--- config.mk ---
export PLATFORM = sky130hd
export DESIGN_NAME = seg_scan_driver
export DESIGN_NICKNAME = d
export VERILOG_FILES = /design/src/rtl/seg_pkg.sv /design/src/rtl/seg_hex7.sv /design/src/rtl/seg_scan_driver.sv
export SDC_FILE = /design/constraint.sdc
export NUM_CORES = 1
export LEC_CHECK = 0
export ABC_CLOCK_PERIOD_IN_PS = 3900
export CAP_MARGIN = 30
export CORE_MARGIN = 5
export CORE_UTILIZATION = 50
export CTS_CLUSTER_SIZE = 30
export DETAILED_ROUTE_END_ITERATION = 8
export PLACE_DENSITY_LB_ADDON = 0.25
export RECOVER_POWER = 25
export SETUP_SLACK_MARGIN = 0.4
export SLEW_MARGIN = 15
export SYNTH_ARGS = -nofsm -noshare
export SYNTH_HDL_FRONTEND = slang
export SYNTH_SLANG_ARGS = --single-unit
--- constraint.sdc ---
create_clock -name clk -period 3.9 [get_ports clk]
set_input_delay 0.39 -clock clk [delete_from_list [all_inputs] [get_ports clk]]
set_output_delay 0.39 -clock clk [all_outputs]
set_load 0.01 [all_outputs]
--- src/rtl/seg_pkg.sv ---
// Shared constants for the seven-segment scan driver: blank pattern,
// hex glyph table and segment bit positions (all patterns active-low).
package seg_pkg;

  // Segment bit positions inside the 7-bit pattern {g,f,e,d,c,b,a}
  localparam int unsigned SEG_A = 0;
  localparam int unsigned SEG_B = 1;
  localparam int unsigned SEG_C = 2;
  localparam int unsigned SEG_D = 3;
  localparam int unsigned SEG_E = 4;
  localparam int unsigned SEG_F = 5;
  localparam int unsigned SEG_G = 6;

  // All segments off
  localparam logic [6:0] SEG_BLANK = 7'h7F;

  // Active-low glyphs for 0..F
  localparam logic [6:0] HEX_SEG [16] = '{
    7'h40, 7'h79, 7'h24, 7'h30, 7'h19, 7'h12, 7'h02, 7'h78,
    7'h00, 7'h10, 7'h08, 7'h03, 7'h46, 7'h21, 7'h06, 7'h0E
  };

endpackage

--- src/rtl/seg_hex7.sv ---
// Combinational nibble to active-low seven-segment pattern.
module seg_hex7
  import seg_pkg::*;
(
  input  logic [3:0] nibble,
  output logic [6:0] seg_n
);

  // Table lookup of the glyph
  always_comb begin
    seg_n = HEX_SEG[nibble];
  end

endmodule

--- src/rtl/seg_scan_driver.sv ---
// Time-multiplexed seven-segment driver with double-buffered frame,
// per-digit blanking and decimal points, active-low outputs.
// Optional feature macro: SEG_LZ_SUPPRESS_EN (leading-zero suppression).
module seg_scan_driver
  import seg_pkg::*;
#(
  parameter int unsigned DIGITS   = 4,
  parameter int unsigned SCAN_DIV = 100000
) (
  input  logic                  clk,
  input  logic                  rst,
  input  logic [4*DIGITS-1:0]   value,
  input  logic [DIGITS-1:0]     dp_in,
  input  logic [DIGITS-1:0]     blank,
  input  logic                  load,
  output logic                  pending,
  output logic [6:0]            seg,
  output logic                  dp,
  output logic [DIGITS-1:0]     an
);

  localparam int unsigned TW = (SCAN_DIV > 1) ? $clog2(SCAN_DIV) : 1;
  localparam int unsigned IW = (DIGITS > 1) ? $clog2(DIGITS) : 1;

  logic [TW-1:0]         tick_q, tick_d;
  logic [IW-1:0]         idx_q, idx_d;
  logic [4*DIGITS-1:0]   disp_val_q, disp_val_d;
  logic [DIGITS-1:0]     disp_dp_q, disp_dp_d;
  logic [DIGITS-1:0]     disp_blank_q, disp_blank_d;
  logic [4*DIGITS-1:0]   pend_val_q, pend_val_d;
  logic [DIGITS-1:0]     pend_dp_q, pend_dp_d;
  logic [DIGITS-1:0]     pend_blank_q, pend_blank_d;
  logic                  pending_q, pending_d;
  logic [6:0]            seg_q, seg_d;
  logic                  dp_q, dp_d;
  logic [DIGITS-1:0]     an_q, an_d;

  logic                  slot_end;
  logic                  frame_end;
  logic [3:0]            cur_nib;
  logic                  cur_dp;
  logic                  cur_blank;
  logic                  cur_supp;
  logic [DIGITS-1:0]     supp_mask;
  logic [6:0]            hex_seg;

  assign slot_end  = (tick_q == TW'(SCAN_DIV - 1));
  assign frame_end = slot_end && (idx_q == IW'(DIGITS - 1));

  // Slot counter and digit index
  always_comb begin
    tick_d = tick_q + TW'(1);
    idx_d  = idx_q;
    if (slot_end) begin
      tick_d = '0;
      idx_d  = (idx_q == IW'(DIGITS - 1)) ? '0 : idx_q + IW'(1);
    end
  end

  // Double buffer: load fills pending, frame boundary commits pending to display.
  // A load on the commit cycle still commits the old pending contents.
  always_comb begin
    disp_val_d   = disp_val_q;
    disp_dp_d    = disp_dp_q;
    disp_blank_d = disp_blank_q;
    pend_val_d   = pend_val_q;
    pend_dp_d    = pend_dp_q;
    pend_blank_d = pend_blank_q;
    pending_d    = pending_q;
    if (frame_end && pending_q) begin
      disp_val_d   = pend_val_q;
      disp_dp_d    = pend_dp_q;
      disp_blank_d = pend_blank_q;
      pending_d    = 1'b0;
    end
    if (load) begin
      pend_val_d   = value;
      pend_dp_d    = dp_in;
      pend_blank_d = blank;
      pending_d    = 1'b1;
    end
  end

  // Select the current digit's nibble and attribute bits
  always_comb begin
    cur_nib   = '0;
    cur_dp    = 1'b0;
    cur_blank = 1'b0;
    cur_supp  = 1'b0;
    for (int unsigned i = 0; i < DIGITS; i++) begin
      if (idx_q == IW'(i)) begin
        cur_nib   = disp_val_q[4*i +: 4];
        cur_dp    = disp_dp_q[i];
        cur_blank = disp_blank_q[i];
        cur_supp  = supp_mask[i];
      end
    end
  end

`ifdef SEG_LZ_SUPPRESS_EN
  // Leading-zero mask: scan down from the top digit until a non-zero nibble
  always_comb begin
    logic seen;
    int unsigned i;
    supp_mask = '0;
    seen      = 1'b0;
    for (int unsigned j = 0; j + 1 < DIGITS; j++) begin
      i = DIGITS - 1 - j;
      if (disp_val_q[4*i +: 4] != 4'h0) seen = 1'b1;
      if (!seen && !disp_dp_q[i]) supp_mask[i] = 1'b1;
    end
  end
`else
  assign supp_mask = '0;
`endif

  seg_hex7 u_hex (
    .nibble (cur_nib),
    .seg_n  (hex_seg)
  );

  // Output pattern for the current slot, anode held off on the slot's first cycle
  always_comb begin
    seg_d = hex_seg;
    dp_d  = ~cur_dp;
    an_d  = '1;
    if (cur_blank || cur_supp) begin
      seg_d = SEG_BLANK;
      dp_d  = 1'b1;
    end else if (tick_q != '0) begin
      for (int unsigned i = 0; i < DIGITS; i++) begin
        if (idx_q == IW'(i)) an_d[i] = 1'b0;
      end
    end
  end

  // State and output registers
  always_ff @(posedge clk) begin
    if (rst) begin
      tick_q       <= '0;
      idx_q        <= '0;
      disp_val_q   <= '0;
      disp_dp_q    <= '0;
      disp_blank_q <= '0;
      pend_val_q   <= '0;
      pend_dp_q    <= '0;
      pend_blank_q <= '0;
      pending_q    <= 1'b0;
      seg_q        <= SEG_BLANK;
      dp_q         <= 1'b1;
      an_q         <= '1;
    end else begin
      tick_q       <= tick_d;
      idx_q        <= idx_d;
      disp_val_q   <= disp_val_d;
      disp_dp_q    <= disp_dp_d;
      disp_blank_q <= disp_blank_d;
      pend_val_q   <= pend_val_d;
      pend_dp_q    <= pend_dp_d;
      pend_blank_q <= pend_blank_d;
      pending_q    <= pending_d;
      seg_q        <= seg_d;
      dp_q         <= dp_d;
      an_q         <= an_d;
    end
  end

  assign pending = pending_q;
  assign seg     = seg_q;
  assign dp      = dp_q;
  assign an      = an_q;

endmodule
==> flow_metrics.py, run 1 <==
metrics = {
    "status": {
        "run_status": "complete, but fails checks",
        "violations": "capacitance limit, slew limit",
    },
    "worst_setup_path": {
        "start_kind": "register",
        "crit_start": "idx_q[0]",
        "r2r_setup_slack_ns": 1.09,
        "path_class": "register to register",
        "worstReg2RegEnd": "seg[3]",
        "cp.depth": 9,
        "path_delay_family": "adder cells",
        "critPathMaxStageDelay_ns": 0.65,
        "path_cells": "ha_1, a211oi_1, a211oi_1, inv_1, ha_1, inv_1, mux2i_1, nor3b_1, a41oi_1",
        "rr_startpoint": "idx_q[0]",
        "cp_slowest_cell": "a211oi_1",
        "end_kind": "register",
        "crit_buf_inv": 2,
        "cp_max_fo": 20,
        "arrival_ns": 2.99,
        "required_ns": 4.08,
        "reg2regPathDepth": 9,
    },
    "clocking": {
        "postCtsSetupBuffers": 0,
        "cts.sink_count": 80,
        "clk_path_buf_depth": 2,
        "clk_pin_slew_ns": 0.08,
        "cts-hold-fix-buffers": 0,
        "clkLatencyLatePin_ns": 0.34,
        "root_buffer": "clkbuf_8",
        "htreeDepth": 3,
        "cts_tree": "built",
        "cts_resized": 0,
        "cts_made_buffers": 9,
    },
    "die": {
        "num_io_pins": 40,
        "core.rowCount": 30,
        "initial_core_util_pct": 51.7,
        "die_h_um": 94.2,
        "dieWidth_um": 94.2,
        "core_area_sq_um": 6870,
        "dieArea_sq_um": 8880,
    },
    "sta": {
        "rsz0062_at_grt": "false",
        "final.setup.tns_ns": 0,
        "slew_violations": 27,
        "relSlewSlack_pct": -20.8,
        "setup_viol": 0,
        "hold_violations": 0,
        "fin_crit_ns": 2.81,
        "whs_ns": 0.370,
        "max_clock_freq_ghz": 0.356,
        "tightest_slew_ns": 1.81,
        "period_share_pct": 72.0,
        "finClkSkew_ns": 0.0136,
    },
    "synth": {
        "yosys_warnings": 0,
        "syn_inst": 386,
        "yosysSeqAreaShare_pct": 45.1,
        "synth_edf_count": 0,
        "synthArstFlopShare_pct": 0,
        "synth_nets": 425,
        "synth_cell_types": 47,
        "synth_flop_cell": "dfxtp_1",
        "avgSynthCellArea_sq_um": 9.19,
        "synth_seq_cells": 80,
        "synth_area_sq_um": 3550,
    },
    "drt": {
        "ant_nets": 0,
        "drt_iter0_drc": 95,
        "via_count": 2651,
        "drc": 0,
        "wirelength_um": 6700,
        "vias_per_cell": 5.10,
        "first_pass_iters": 4,
        "wire_per_inst_um": 12.9,
    },
    "hold_path": {
        "hold_path_end": "seg[1]",
        "hold_class": "input port to register",
        "hp-start": "rst",
        "hold_depth": 3,
    },
    "final_layout": {
        "layout-drive-gt1-share_pct": 16.5,
        "nFillCells": 592,
        "finish.net_count": 458,
        "layout.cells.non_filler": 520,
        "layout_commonest_cell": "dfxtp_1",
        "synthToLayoutAreaGrowth_pct": 17.8,
        "final_cell_mix": "dfxtp_1, nor2_1, nand2_1, clkdlybuf4s50_1, mux2i_1",
        "antenna_cells": 0,
    },
    "global_route": {
        "grt_pass1_wl_um": 11600,
        "grt_use_total_pct": 16.3,
        "antenna_found_initial": 0,
        "grt_pass1_vias": 2552,
        "grt_max_degree": 53,
        "gr-total-overflow": 0,
    },
    "pwr": {
        "leakage_nw": 1.50,
        "finalPower_mw": 1.58,
        "peakVddDrop_v": 0.000221,
        "power_density_nw_per_um2": 379,
    },
    "place": {
        "gp_congestion": 0.822,
        "dp_hpwl_um": 4670,
        "dp.cells": 504,
        "io_buffers": 39,
    },
    "run": {
        "maxCapViolCount": 1,
    },
}
==> where the power goes <==
| part | total [mW] | switching (mW) | internal, mW |
|---|---|---|---|
| registers | 0.853 | 0.0137 | 0.839 |
| logic | 0.0974 | 0.0426 | 0.0547 |
| clock network | 0.633 | 0.285 | 0.348 |
| total | 1.58 | 0.341 | 1.24 |
==> Yosys cell counts (all sizes together), types with 2 or more instances <==
cell type  number  area [sq um]
nor2           54           203
ha             12           150
nand2          65           297
xnor2          12           105
clkbuf          6          22.5
buf            15          92.6
o21ai           3          15.0
nand3b          5          37.5
nand3           7          40.0
o221ai          2          17.5
nor3            8          45.0
nand4           5          31.3
nor4            4          46.3
nor2b           4          25.0
a211oi          6          45.0
xor2            3          26.3
nor3b           5          37.5
a21oi          28           215
mux2i          27           270
a221oi          3          38.8
inv            17          63.8
dfxtp          80          1600
==> how the worst max path moves through the flow <==
| stage | to | slack [ns] |
|---|---|---|
| after floorplan | seg[3] | 1.51 |
| after global placement | seg[3] | 1.28 |
| after detailed placement | seg[3] | 1.13 |
| after CTS | seg[3] | 1.10 |
| after global routing | seg[3] | 0.91 |
| final | seg[3] | 1.09 |
==> routing by layer <==
metal  global-route usage, %  share of wire (%)  up-vias
li1                        -                  -     1361
met1                    20.1                 46     1235
met2                    26.5                 47       46
met3                    4.89                4.5        9
met4                    6.62                1.6        0
met5                       0                  0        -
==> registers in the layout (all words and copies together) (netlist names), 2 cells and up <==
name,cells
seg,7
tick_q,17
idx_q,2
pend_dp_q,4
disp_val_q,16
disp_dp_q,4
disp_blank_q,4
an,4
pend_val_q,16
pend_blank_q,4
==> cell families after synthesis <==
kind of cell | Yosys count | synth area share (%)
flip-flops | 80 | 45.1
AND/OR/NAND/NOR | 163 | 22.8
adder cells (fa/ha/maj) | 12 | 4.23
XOR/XNOR | 15 | 3.70
buffers and inverters | 38 | 5.04
multiplexers | 28 | 7.93
AO/OA/AOI/OAI | 50 | 11.2
==> stage by stage <==
stage	util, %	setup slack (ns)	cell area [sq um]
after floorplan	-	1.51	3550
final	60.9	1.09	4180
after detailed placement	57.8	1.13	3970
after CTS	60.9	1.10	4190
after global routing	60.9	0.912	4180
after global placement	57.8	1.28	3970
==> area by class of cell <==
type	count	area (sq um)	area share, %
inverters	17	63.8	1.53
well taps	96	120	2.87
clock inverters	4	51.3	1.23
clock buffers	12	165	3.95
multi-input cells	268	1770	42.3
repair buffers	43	412	9.84
flip-flops and latches	80	1600	38.3
==> worst register-to-register path: stages, from the launching register on <==
cell	delay [ns]
dfxtp_1	0.41
ha_1	0.59
a211oi_1	0.10
a211oi_1	0.65
inv_1	0.20
ha_1	0.30
inv_1	0.08
mux2i_1	0.07
nor3b_1	0.19
a41oi_1	0.06
Note: power is estimated with default switching activity, not from simulation.
==> run 2: changes to the inputs <==
--- a/config.mk
+++ b/config.mk
@@ -5,7 +5,7 @@
 export SDC_FILE = /design/constraint.sdc
 export NUM_CORES = 1
 export LEC_CHECK = 0
-export ABC_CLOCK_PERIOD_IN_PS = 3900
+export ABC_CLOCK_PERIOD_IN_PS = 2400
 export CAP_MARGIN = 30
 export CORE_MARGIN = 5
 export CORE_UTILIZATION = 50
==> constraint.sdc (replaced) <==
create_clock -name clk -period 2.4 [get_ports clk]
set_input_delay 0.24 -clock clk [delete_from_list [all_inputs] [get_ports clk]]
set_output_delay 0.24 -clock clk [all_outputs]
set_load 0.01 [all_outputs]
==> run 2 against run 1 <==
Net effect:
- the run now ends clean
- utilization grew 7.2 points
- clock power grew 46%
- global-route usage grew 0.94 points
- wire length grew 25%
- hold slack lost 0.21 ns
- sequential share of layout area shrank 3.9 points
- non-clock buffer count grew 30
- highest routed layer unchanged
- critical path type unchanged
==> flow_metrics.py, run 2 (same netlist as run 1, synthesis figures left out) <==
metrics = {
    "place": {
        "dpl-instance-area_sq_um": 4090,
        "io_buffers": 39,
        "dp_hpwl_um": 4940,
        "gp_congestion": 0.848,
    },
    "die": {
        "dieArea_sq_um": 8880,
        "dieWidth_um": 94.2,
        "initial_core_util_pct": 51.7,
        "num_io_pins": 40,
        "core.rowCount": 30,
        "core_area_sq_um": 6870,
        "die_h_um": 94.2,
    },
    "drt": {
        "first_pass_iters": 4,
        "wl_met2_um": 3890,
        "drc": 0,
        "vias_per_cell": 5.23,
        "via_count": 2892,
        "wire_per_inst_um": 15.2,
        "wirelength_met1_um": 3880,
        "routed.top_layer": "met4",
        "drt_iter0_drc": 184,
        "wirelength_um": 8380,
        "routed-wl-met3_um": 450,
        "ant_nets": 0,
    },
    "clocking": {
        "cts_made_buffers": 9,
        "root_buffer": "clkbuf_8",
        "clkLatencyLatePin_ns": 0.35,
        "cts_tree": "built",
        "htreeDepth": 3,
        "cts.sink_count": 80,
        "clk_path_buf_depth": 2,
        "clk_pin_slew_ns": 0.07,
    },
    "sta": {
        "max_clock_freq_ghz": 0.482,
        "slew_violations": 0,
        "period_share_pct": 86.5,
        "hold_violations": 0,
        "relSlewSlack_pct": 45.2,
        "tightest_slew_ns": 0.822,
        "fin_crit_ns": 2.08,
        "rsz0062_at_grt": "true",
        "finClkSkew_ns": 0.00528,
        "final.setup.tns_ns": 0,
        "setup_viol": 0,
    },
    "global_route": {
        "antenna_found_initial": 0,
        "gr-total-overflow": 0,
        "grt_use_total_pct": 17.3,
        "grt_pass1_vias": 2610,
        "grt_max_degree": 46,
        "grt_pass1_wl_um": 12000,
    },
    "final_layout": {
        "reg.largest.list": "tick_q x17, disp_val_q x16, pend_val_q x16",
        "antenna_cells": 0,
        "top_register": "tick_q",
        "layout_commonest_cell": "dfxtp_1",
        "nFillCells": 532,
        "largest_reg_flops": 17,
        "final_util_pct": 68.1,
        "layout-drive-gt1-share_pct": 29.1,
        "finish.net_count": 491,
        "fin_area_sq_um": 4680,
        "final_cell_mix": "dfxtp_1, nor2_1, nand2_1, clkdlybuf4s50_1, mux2i_1",
        "synthToLayoutAreaGrowth_pct": 31.8,
    },
    "status": {
        "run_status": "complete, no violations",
    },
    "worst_setup_path": {
        "critPathMaxStageDelay_ns": 0.38,
        "cp.depth": 10,
        "cp_slowest_cell": "dfxtp_4",
        "rr_startpoint": "idx_q[1]",
        "crit_start": "idx_q[1]",
        "worstReg2RegEnd": "seg[3]",
        "required_ns": 2.67,
        "r2r_setup_slack_ns": 0.32,
        "arrival_ns": 2.35,
        "path_delay_family": "compound AO/OA/AOI/OAI gates",
        "crit_buf_inv": 3,
        "path_cells": "inv_4, ha_4, nand3b_1, a211oi_2, buf_4, ha_4, inv_4, mux2i_4, nor3b_4, a41oi_2",
        "path_class": "register to register",
        "end_kind": "register",
        "start_kind": "register",
        "reg2regPathDepth": 10,
        "setup.worst_path.end": "seg[3]",
        "cp_max_fo": 6,
    },
    "pwr": {
        "peakVddDrop_v": 0.000284,
        "leakage_nw": 1.69,
        "power_density_nw_per_um2": 529,
    },
    "hold_path": {
        "hold_class": "input port to register",
    },
    "run": {
        "maxCapViolCount": 0,
    },
}
-- run 2: timing repair --
| action | 4_1_cts | 5_1_grt |
|---|---|---|
| resized for setup | 8 | 38 |
| gates cloned | 0 | 4 |
| pin swaps | 4 | 17 |
| setup endpoints to repair | 3 | 29 |
| hold buffers | 0 | 0 |
| buffers inserted | 4 | 21 |
-- run 2: layer usage --
layer	vias to the layer above	track usage [%]
li1	1434	-
met2	78	26.6
met5	-	0
met3	15	3.85
met4	0	7.94
met1	1365	22.9
-- run 2: report_power, final --
group	total (mW)	switching (mW)	internal, mW
registers	1.38	0.0219	1.36
logic	0.171	0.0750	0.0963
clock network	0.923	0.463	0.460
-- run 2: area by class of cell --
cell class	instances	area (sq um)	share of cell area, %
Clock buffer	14	173	3.69
Tap cell	96	120	2.57
Sequential cell	80	1610	34.4
Clock inverter	2	12.5	0.267
Inverter	17	71.3	1.52
Multi-Input combinational cell	271	2010	43.0
Timing Repair Buffer	73	681	14.5
-- run 2: how the worst min path moves through the flow --
stage | start | to | slack, ns | cells past startpoint
floorplan | blank[0] | pend_blank_q[0] | 0.39 | 2
global placement | disp_blank_q[2] | disp_blank_q[2] | 0.44 | 2
detailed placement | disp_dp_q[3] | disp_dp_q[3] | 0.44 | 2
CTS | rst | disp_blank_q[3] | 0.15 | 2
global route | rst | disp_blank_q[3] | 0.16 | 2
finish | rst | disp_blank_q[3] | 0.16 | 2
-- run 2: per-stage QoR --
step / setup slack (ns) / instances / power, mW / hold slack [ns]
after detailed placement: 0.164 / 508 / 1.58 / 0.444
after global placement: 0.347 / 508 / 1.57 / 0.444
after floorplan: 0.333 / 386 / 1.50 / 0.387
final: 0.325 / 553 / 2.48 / 0.163
after CTS: 0.394 / 528 / 2.48 / 0.151
after global routing: 0.223 / 553 / 2.59 / 0.161
==> run 3: changes to the inputs <==
--- a/config.mk
+++ b/config.mk
@@ -12,7 +12,7 @@
 export CTS_CLUSTER_SIZE = 30
 export DETAILED_ROUTE_END_ITERATION = 8
 export PLACE_DENSITY_LB_ADDON = 0.25
-export RECOVER_POWER = 25
+export RECOVER_POWER = 50
 export SETUP_SLACK_MARGIN = 0.4
 export SLEW_MARGIN = 15
 export SYNTH_ARGS = -nofsm -noshare
==> run 3 against run 2 <==
Net effect:
- utilization is 0.22 points lower
- die area stayed put
- maximum frequency is 0.24% lower
- total power is 0.41% lower
- worst setup slack worse by 0.0050 ns
- global-route usage stayed put
- via count is 0.35% lower
- flip-flop and latch count stayed put
- clock power is 0.8% lower
- sequential share of layout area is 0.11 points higher
- first-iteration DRC count is 9.2% higher
- hold slack better by 0.0084 ns
- largest cell class unchanged
==> flow_metrics.py, run 3 (same netlist as run 1, synthesis figures left out) <==
metrics = {
    "status": {
        "run_status": "complete, no violations",
    },
    "pwr": {
        "power_density_nw_per_um2": 529,
        "finalPower_mw": 2.47,
        "leakage_nw": 1.67,
        "peakVddDrop_v": 0.000287,
    },
    "final_layout": {
        "layout-drive-gt1-share_pct": 28.0,
        "reg.largest.list": "tick_q x17, disp_val_q x16, pend_val_q x16",
        "top_register": "tick_q",
        "layout.cells.non_filler": 553,
        "layout_commonest_cell": "dfxtp_1",
        "synthToLayoutAreaGrowth_pct": 31.4,
        "nFillCells": 536,
        "largest_reg_flops": 17,
        "antenna_cells": 0,
        "final_util_pct": 67.9,
        "finish.net_count": 491,
        "fin_area_sq_um": 4660,
        "final_cell_mix": "dfxtp_1, nor2_1, nand2_1, mux2i_1",
    },
    "worst_setup_path": {
        "path_delay_family": "compound AO/OA/AOI/OAI gates",
        "critPathMaxStageDelay_ns": 0.38,
        "reg2regPathDepth": 10,
        "path_cells": "inv_4, ha_4, nand3b_1, a211oi_2, buf_4, ha_4, inv_4, mux2i_4, nor3b_4, a41oi_2",
        "start_kind": "register",
        "required_ns": 2.67,
        "crit_start": "idx_q[1]",
        "cp_max_fo": 6,
        "worstReg2RegEnd": "seg[3]",
        "end_kind": "register",
        "arrival_ns": 2.35,
        "path_class": "register to register",
        "rr_startpoint": "idx_q[1]",
        "crit_buf_inv": 3,
        "cp_slowest_cell": "dfxtp_4",
        "r2r_setup_slack_ns": 0.32,
    },
    "place": {
        "dp.cells": 508,
        "dp_hpwl_um": 4940,
        "io_buffers": 39,
        "dp_slack_ns": 0.164,
        "gp_congestion": 0.848,
        "dpl-instance-area_sq_um": 4090,
    },
    "sta": {
        "final.setup.tns_ns": 0,
        "hold_violations": 0,
        "finClkSkew_ns": 0.00451,
        "whs_ns": 0.171,
        "worst_slack_ns": 0.320,
        "period_share_pct": 86.7,
        "tightest_slew_ns": 0.818,
        "fin_crit_ns": 2.08,
        "setup_viol": 0,
        "slew_violations": 0,
        "relSlewSlack_pct": 45.4,
        "rsz0062_at_grt": "true",
        "max_clock_freq_ghz": 0.481,
    },
    "die": {
        "core.rowCount": 30,
        "die_h_um": 94.2,
        "initial_core_util_pct": 51.7,
        "num_io_pins": 40,
        "dieArea_sq_um": 8880,
        "dieWidth_um": 94.2,
        "core_area_sq_um": 6870,
    },
    "hold_path": {
        "hold_path_end": "disp_blank_q[3]",
        "hold_depth": 2,
        "hp-start": "rst",
        "hold_class": "input port to register",
    },
    "clocking": {
        "clkLatencyLatePin_ns": 0.34,
        "cts_tree": "built",
        "clk_path_buf_depth": 2,
        "cts_made_buffers": 9,
        "cts-hold-fix-buffers": 0,
        "htreeDepth": 3,
        "clk_pin_slew_ns": 0.07,
        "root_buffer": "clkbuf_8",
        "cts.sink_count": 80,
    },
    "global_route": {
        "antenna_found_initial": 0,
        "grt_pass1_vias": 2610,
        "grt_pass1_wl_um": 12000,
        "grt_use_total_pct": 17.3,
        "gr-total-overflow": 0,
        "grt_max_degree": 46,
    },
    "run": {
        "maxCapViolCount": 0,
    },
    "drt": {
        "drc": 0,
        "vias_per_cell": 5.21,
        "via_count": 2882,
        "first_pass_iters": 4,
        "drt_iter0_drc": 201,
        "ant_nets": 0,
        "wirelength_um": 8320,
        "wire_per_inst_um": 15.0,
    },
}
==> run 3: changes by cell type in the layout (fill, tap and decap cells not counted) <==
cell             before  now
dlygate4sd3_1         1   14
nand2_2              21   17
nand3_2               1    0
nand3_1               6    7
nand2_1              44   48
clkdlybuf4s50_1      37   24
==> run 3: timing repair <==
action / 4_1_cts / 5_1_grt
cloned: 0 / 4
endpoints found under the setup margin: 3 / 29
setup buffers: 4 / 21
pin swaps: 4 / 17
gates resized for setup: 8 / 38
==> run 3: worst reg2reg max path, cell delays in order (launching register included) <==
cell and delay [ns]:
dfxtp_4 0.38, inv_4 0.05, ha_4 0.18, nand3b_1 0.19, a211oi_2 0.37, buf_4 0.22
ha_4 0.17, inv_4 0.04, mux2i_4 0.19, nor3b_4 0.06, a41oi_2 0.15
==> run 3: layout make-up <==
cell class / instances / area [sq um] / share of cell area, %
sequential: 80 / 1610 / 34.5
clock inverter: 2 / 12.5 / 0.268
tap: 96 / 120 / 2.58
timing repair buffer: 73 / 681 / 14.6
multi-input combinational: 271 / 2000 / 42.8
inverter: 17 / 71.3 / 1.53
clock buffer: 14 / 173 / 3.70
==> run 3: worst max path at each step <==
stage,endpoint,depth (start not counted)
4_1_cts,seg[3],10
3_3_place_gp,seg[3],9
3_5_place_dp,seg[3],9
6_report,seg[3],10
5_1_grt,tick_q[9],6
2_1_floorplan,seg[3],10
==> run 3: report_power, final <==
part           switching [mW]  internal, mW  leakage, nW
Sequential             0.0214          1.36        0.655
Clock                   0.456         0.460       0.0927
Combinational          0.0751        0.0931        0.924
==> run 3: layer usage <==
layer / vias to the layer above / global-route usage (%) / wire, um
li1: 1433 / - / -
met1: 1363 / 22.9 / 3900
met2: 73 / 26.6 / 3950
met3: 13 / 3.85 / 346
met4: 0 / 7.94 / 119
met5: - / 0 / 0
